File: src/rtl/mult_share_arb.sv
// Round-robin front end that time-shares one start/rdy shift-add multiplier
// among NUM_REQ requesters, with a watchdog abort on a missing ready.
module mult_share_arb #(
  parameter int NUM_REQ     = 4,
  parameter int DP_WIDTH    = 8,
  parameter int ID_W        = 2,
  parameter int TIMEOUT_CYC = 64
) (
  input  logic                          clk,
  input  logic                          rst,
  input  logic [NUM_REQ-1:0]            req_valid,
  input  logic [NUM_REQ*DP_WIDTH-1:0]   req_a,
  input  logic [NUM_REQ*DP_WIDTH-1:0]   req_b,
  output logic [NUM_REQ-1:0]            req_ack,
  output logic                          resp_valid,
  output logic [ID_W-1:0]               resp_id,
  output logic [2*DP_WIDTH-1:0]         resp_product,
  output logic                          resp_err,
  output logic                          busy,
  output logic                          mult_start,
  output logic [DP_WIDTH-1:0]           mult_a,
  output logic [DP_WIDTH-1:0]           mult_b,
  input  logic [2*DP_WIDTH-1:0]         mult_product,
  input  logic                          mult_rdy
);

  localparam int CNT_W = (TIMEOUT_CYC > 2) ? $clog2(TIMEOUT_CYC) : 1;

  typedef enum logic [1:0] {
    IDLE  = 2'd0,
    ISSUE = 2'd1,
    WAIT  = 2'd2
  } state_t;

  state_t              state, state_nx;
  logic [ID_W-1:0]     ptr, gid, win_id;
  logic                win_found, grant, timeout_hit;
  logic [DP_WIDTH-1:0] op_a, op_b, win_a, win_b;
  logic [CNT_W-1:0]    wait_cnt;
  int unsigned         scan_idx;

  assign mult_a      = op_a;
  assign mult_b      = op_b;
  assign grant       = (state == IDLE) && mult_rdy && win_found;
  assign timeout_hit = (wait_cnt == CNT_W'(TIMEOUT_CYC - 1));

  // Round-robin search: first valid requester at or above ptr, wrapping.
  always_comb begin
    win_found = 1'b0;
    win_id    = '0;
    win_a     = '0;
    win_b     = '0;
    scan_idx  = 0;
    for (int unsigned k = 0; k < NUM_REQ; k++) begin
      scan_idx = 32'(ptr) + k;
      if (scan_idx >= NUM_REQ) scan_idx = scan_idx - NUM_REQ;
      if (!win_found && req_valid[scan_idx]) begin
        win_found = 1'b1;
        win_id    = ID_W'(scan_idx);
        win_a     = req_a[scan_idx*DP_WIDTH +: DP_WIDTH];
        win_b     = req_b[scan_idx*DP_WIDTH +: DP_WIDTH];
      end
    end
  end

  // Next-state and all handshake/response outputs.
  always_comb begin
    state_nx     = state;
    req_ack      = '0;
    mult_start   = 1'b0;
    resp_valid   = 1'b0;
    resp_id      = '0;
    resp_product = '0;
    resp_err     = 1'b0;
    busy         = (state != IDLE);
    case (state)
      IDLE: begin
        if (grant) begin
          req_ack[win_id] = 1'b1;
          state_nx        = ISSUE;
        end
      end
      ISSUE: begin
        mult_start = 1'b1;
        state_nx   = WAIT;
      end
      WAIT: begin
        if (mult_rdy) begin
          resp_valid   = 1'b1;
          resp_id      = gid;
          resp_product = mult_product;
          state_nx     = IDLE;
        end else if (timeout_hit) begin
          resp_valid = 1'b1;
          resp_id    = gid;
          resp_err   = 1'b1;
          state_nx   = IDLE;
        end
      end
      default: state_nx = IDLE;
    endcase
  end

  // State, grant bookkeeping, operand capture and wait counter.
  always_ff @(posedge clk) begin
    if (rst) begin
      state    <= IDLE;
      ptr      <= '0;
      gid      <= '0;
      op_a     <= '0;
      op_b     <= '0;
      wait_cnt <= '0;
    end else begin
      state <= state_nx;
      if (grant) begin
        op_a <= win_a;
        op_b <= win_b;
        gid  <= win_id;
        ptr  <= (win_id == ID_W'(NUM_REQ - 1)) ? '0 : win_id + ID_W'(1);
      end
      if (state == ISSUE)
        wait_cnt <= '0;
      else if (state == WAIT)
        wait_cnt <= wait_cnt + CNT_W'(1);
    end
  end

endmodule

File: config.mk
export PLATFORM = sky130hd
export DESIGN_NAME = mult_share_arb
export DESIGN_NICKNAME = d
export VERILOG_FILES = /design/src/rtl/mult_share_arb.sv
export SDC_FILE = /design/constraint.sdc
export NUM_CORES = 1
export LEC_CHECK = 0
export CELL_PAD_IN_SITES_DETAIL_PLACEMENT = 1
export CELL_PAD_IN_SITES_GLOBAL_PLACEMENT = 1
export CORE_ASPECT_RATIO = 2
export CORE_UTILIZATION = 35
export CTS_CLUSTER_DIAMETER = 150
export CTS_CLUSTER_SIZE = 25
export DETAILED_ROUTE_END_ITERATION = 10
export MAX_ROUTING_LAYER = met4
export PLACE_DENSITY_LB_ADDON = 0.1
export SLEW_MARGIN = 30
export SYNTH_ARGS = -nofsm -noshare
export SYNTH_HDL_FRONTEND = slang
export SYNTH_SLANG_ARGS = --single-unit
export TNS_END_PERCENT = 20
File: constraint.sdc
create_clock -name clk -period 4.6 [get_ports clk]
set_clock_uncertainty 0.05 [all_clocks]
set_input_delay 0.92 -clock clk [delete_from_list [all_inputs] [get_ports clk]]
set_output_delay 0.92 -clock clk [all_outputs]
set_load 0.01 [all_outputs]
==> metrics.txt <==
CTS tree built; Worst slew margin approximately 40%; fillcell total between 1000 and 1500; Max Freq approximately 230 MHz; initial antenna violation count 0; max-cap violations 0; Synth cell types 41; CTS clock-pin slew for the worst setup and hold paths approximately 0.07 ns; multi-input logic area about 3000 µm²; core box area approximately 10000 µm²; # rows 53; Area growth syn-to-layout 38.5%; # nets final approximately 600; setup slack after layout a little under 0.2 ns; Net Count, Synth 493; Worst Tran Pin Value about 0.91 ns; ant diodes 0; DRT Pass-1 Iters 4; crit path max fanout 7; TNS Setup 0 ns; # Post-CTS Setup Buffers 0; Avg WL per Cell between 15 and 20 µm; Die Footprint 11200 µm²; Worst Path Arrival around 3.4 ns; Slew Limit Fails 0; Yosys reg bits 28; Non-Filler Instances ~640; Port Buf Inserts about 130; Power per Cell Area between 200 and 300 nW/µm²; cts bufs inserted 3; vias in the first global route 4072; Post-Syn Area per Cell ~9.5 µm²; Vias about 3800; Hold Fails Final Rpt 0; Reg area between 500 and 600 µm²; Critical Path RT roughly 3.6 ns; hpwl dp slightly above 9000 µm; Cells after Synth between 300 and 400; Critical Path Sink Type output port; Tmin final between 4 and 5 ns; routability cong. 0.872; initial core utilization ~36%; antenna-violating nets left 0; all-layer global routing usage approximately 23%; leakage power 1.87 nW; drt drc 0; H-Tree Depth 1; Die H ~150 µm; status finished clean; first-pass GRT wire length ~19000 µm; Worst Hold Class flip-flop to flip-flop; Mapped Area approximately 3800 µm²; WL final roughly 12000 µm; GRT overflow 0; Worst VDD drop 0.000125 V; DP Worst Slack 0.0662 ns; Placed Cells roughly 630; Ys Warns 0; post-synthesis sequential area ratio roughly 15%; hold_ws between 0.4 and 0.5 ns; clock tree buffer depth 2; DRT iter0 DRCs between 100 and 150; RSZ-0062 raised after global routing false; share of cells above drive strength 1 around a quarter; io pins between 100 and 150; CTS sink cnt 28; clk_lat worst skew ~0.26 ns; CP startpoint kind input port; Final period util a little over nine tenths; Setup CP Type input port to output port; final setup fails 0; root buffer cell clkbuf_16; Via-to-Cell Ratio between 5 and 6; Die W 75.3 µm; largest net degree at the start of global routing 66
## cells by family after synthesis
family | Yosys count | synth area share, %
buffers and inverters | 50 | 6.22
xor gates and xnor gates | 5 | 1.16
DFF | 28 | 14.9
AOI/OAI and AO/OA | 63 | 14.6
and+or+nand+nor | 157 | 18.9
muxes | 87 | 41.5
adders and majority gates | 8 | 2.66
## stage by stage
stage          cell area, µm²  util (%)  total power, mW
6_report                 5210      49.8             1.56
5_1_grt                  5210      49.8             1.68
2_1_floorplan            3760         -             1.07
3_3_place_gp             5130      49.0             1.35
3_5_place_dp             5130      49.0             1.38
4_1_cts                  5210      49.7             1.58
## Yosys cell counts, drive strengths merged
cell type | instances | share of area (%)
nand4 | 2 | 0.33
and3 | 17 | 2.8
nor3 | 20 | 2.8
nor2 | 31 | 3.1
nand2 | 72 | 7.2
mux2i | 2 | 0.53
o31a | 1 | 0.23
buf | 20 | 3.2
a21oi | 3 | 0.40
a21o | 1 | 0.20
nand2b | 1 | 0.17
nor2b | 3 | 0.50
mux4 | 52 | 31
ha | 8 | 2.7
o21ai | 1 | 0.13
o41ai | 1 | 0.23
a21boi | 1 | 0.20
nor4b | 1 | 0.23
nor4 | 1 | 0.17
o32ai | 2 | 0.47
a32oi | 1 | 0.23
or3b | 2 | 0.47
dfxtp | 28 | 15
clkbuf | 23 | 2.3
a22oi | 16 | 3.2
or2 | 1 | 0.17
o211ai | 2 | 0.40
xor2 | 4 | 0.93
o221ai | 16 | 5.4
inv | 7 | 0.70
and2 | 6 | 1.0
a31oi | 1 | 0.17
a211oi | 17 | 3.4
mux2 | 33 | 9.9
xnor2 | 1 | 0.23
## power breakdown
part / total [mW] / internal, mW / switching [mW] / leakage (nW)
clock: 0.199 / 0.119 / 0.0799 / 0.0382
sequential: 0.286 / 0.270 / 0.0164 / 0.231
combinational: 1.07 / 0.539 / 0.533 / 1.60
total: 1.56 / 0.928 / 0.629 / 1.87
## path summary, 6_finish.rpt
kind,end,cells past startpoint,startpoint,slack (ns)
worst min register to register,mult_b[3]$_SDFFE_PP0N_,2,mult_b[3]$_SDFFE_PP0N_,0.45
worst min-delay path,mult_b[3]$_SDFFE_PP0N_,2,mult_b[3]$_SDFFE_PP0N_,0.45
worst max-delay path,req_ack[3],9,req_valid[2],0.20
worst max register to register,mult_a[6]$_SDFFE_PP0N_,8,ptr[0]$_SDFFE_PP0N_,1.26
## timing repair
| action | CTS | global route |
|---|---|---|
| setup endpoints to repair | 0 | 2 |
| gates resized for setup | 0 | 1 |
| hold buffers | 0 | 0 |
## per-layer routing
layer  GRT usage (%)  vias up  routed length, µm
met3            1.90       10                458
met1            22.0     1912               4210
met4            3.89        0                120
met5               -        -                  0
met2            45.9      103               7170
li1                -     1736                  -
## placed cells by master, fill, tap and decap left out, types with 16 or more instances in the layout
cell type / instances
clkdlybuf4s50_1: 127
nand2_1: 72
mux4_2: 52
mux2_2: 33
nor2_1: 29
dfxtp_1: 27
nor3_1: 19
and3_1: 17
a211oi_1: 17
a22oi_1: 16
## critical path, stage by stage
cell	delay [ns]
clkdlybuf4s50_1	0.48
buf_4	0.20
mux4_2	0.46
o21ai_0	0.18
o31a_1	0.28
inv_1	0.10
ha_1	0.19
and2_1	0.13
clkdlybuf4s50_1	0.49
## flip-flops by register name (all words and copies together) (netlist names)
register	flops
mult_a	8
mult_b	8
wait_cnt	6
gid	2
ptr	2
state	2
## area by class of cell
cell class | count | share of cell area [%]
tap | 137 | 3.29
clock buffer | 4 | 1.51
inverter | 7 | 0.504
multi-input combinational | 320 | 57.2
sequential | 28 | 10.8
timing repair buffer | 142 | 26.6
(Power assumes the default switching activity.)
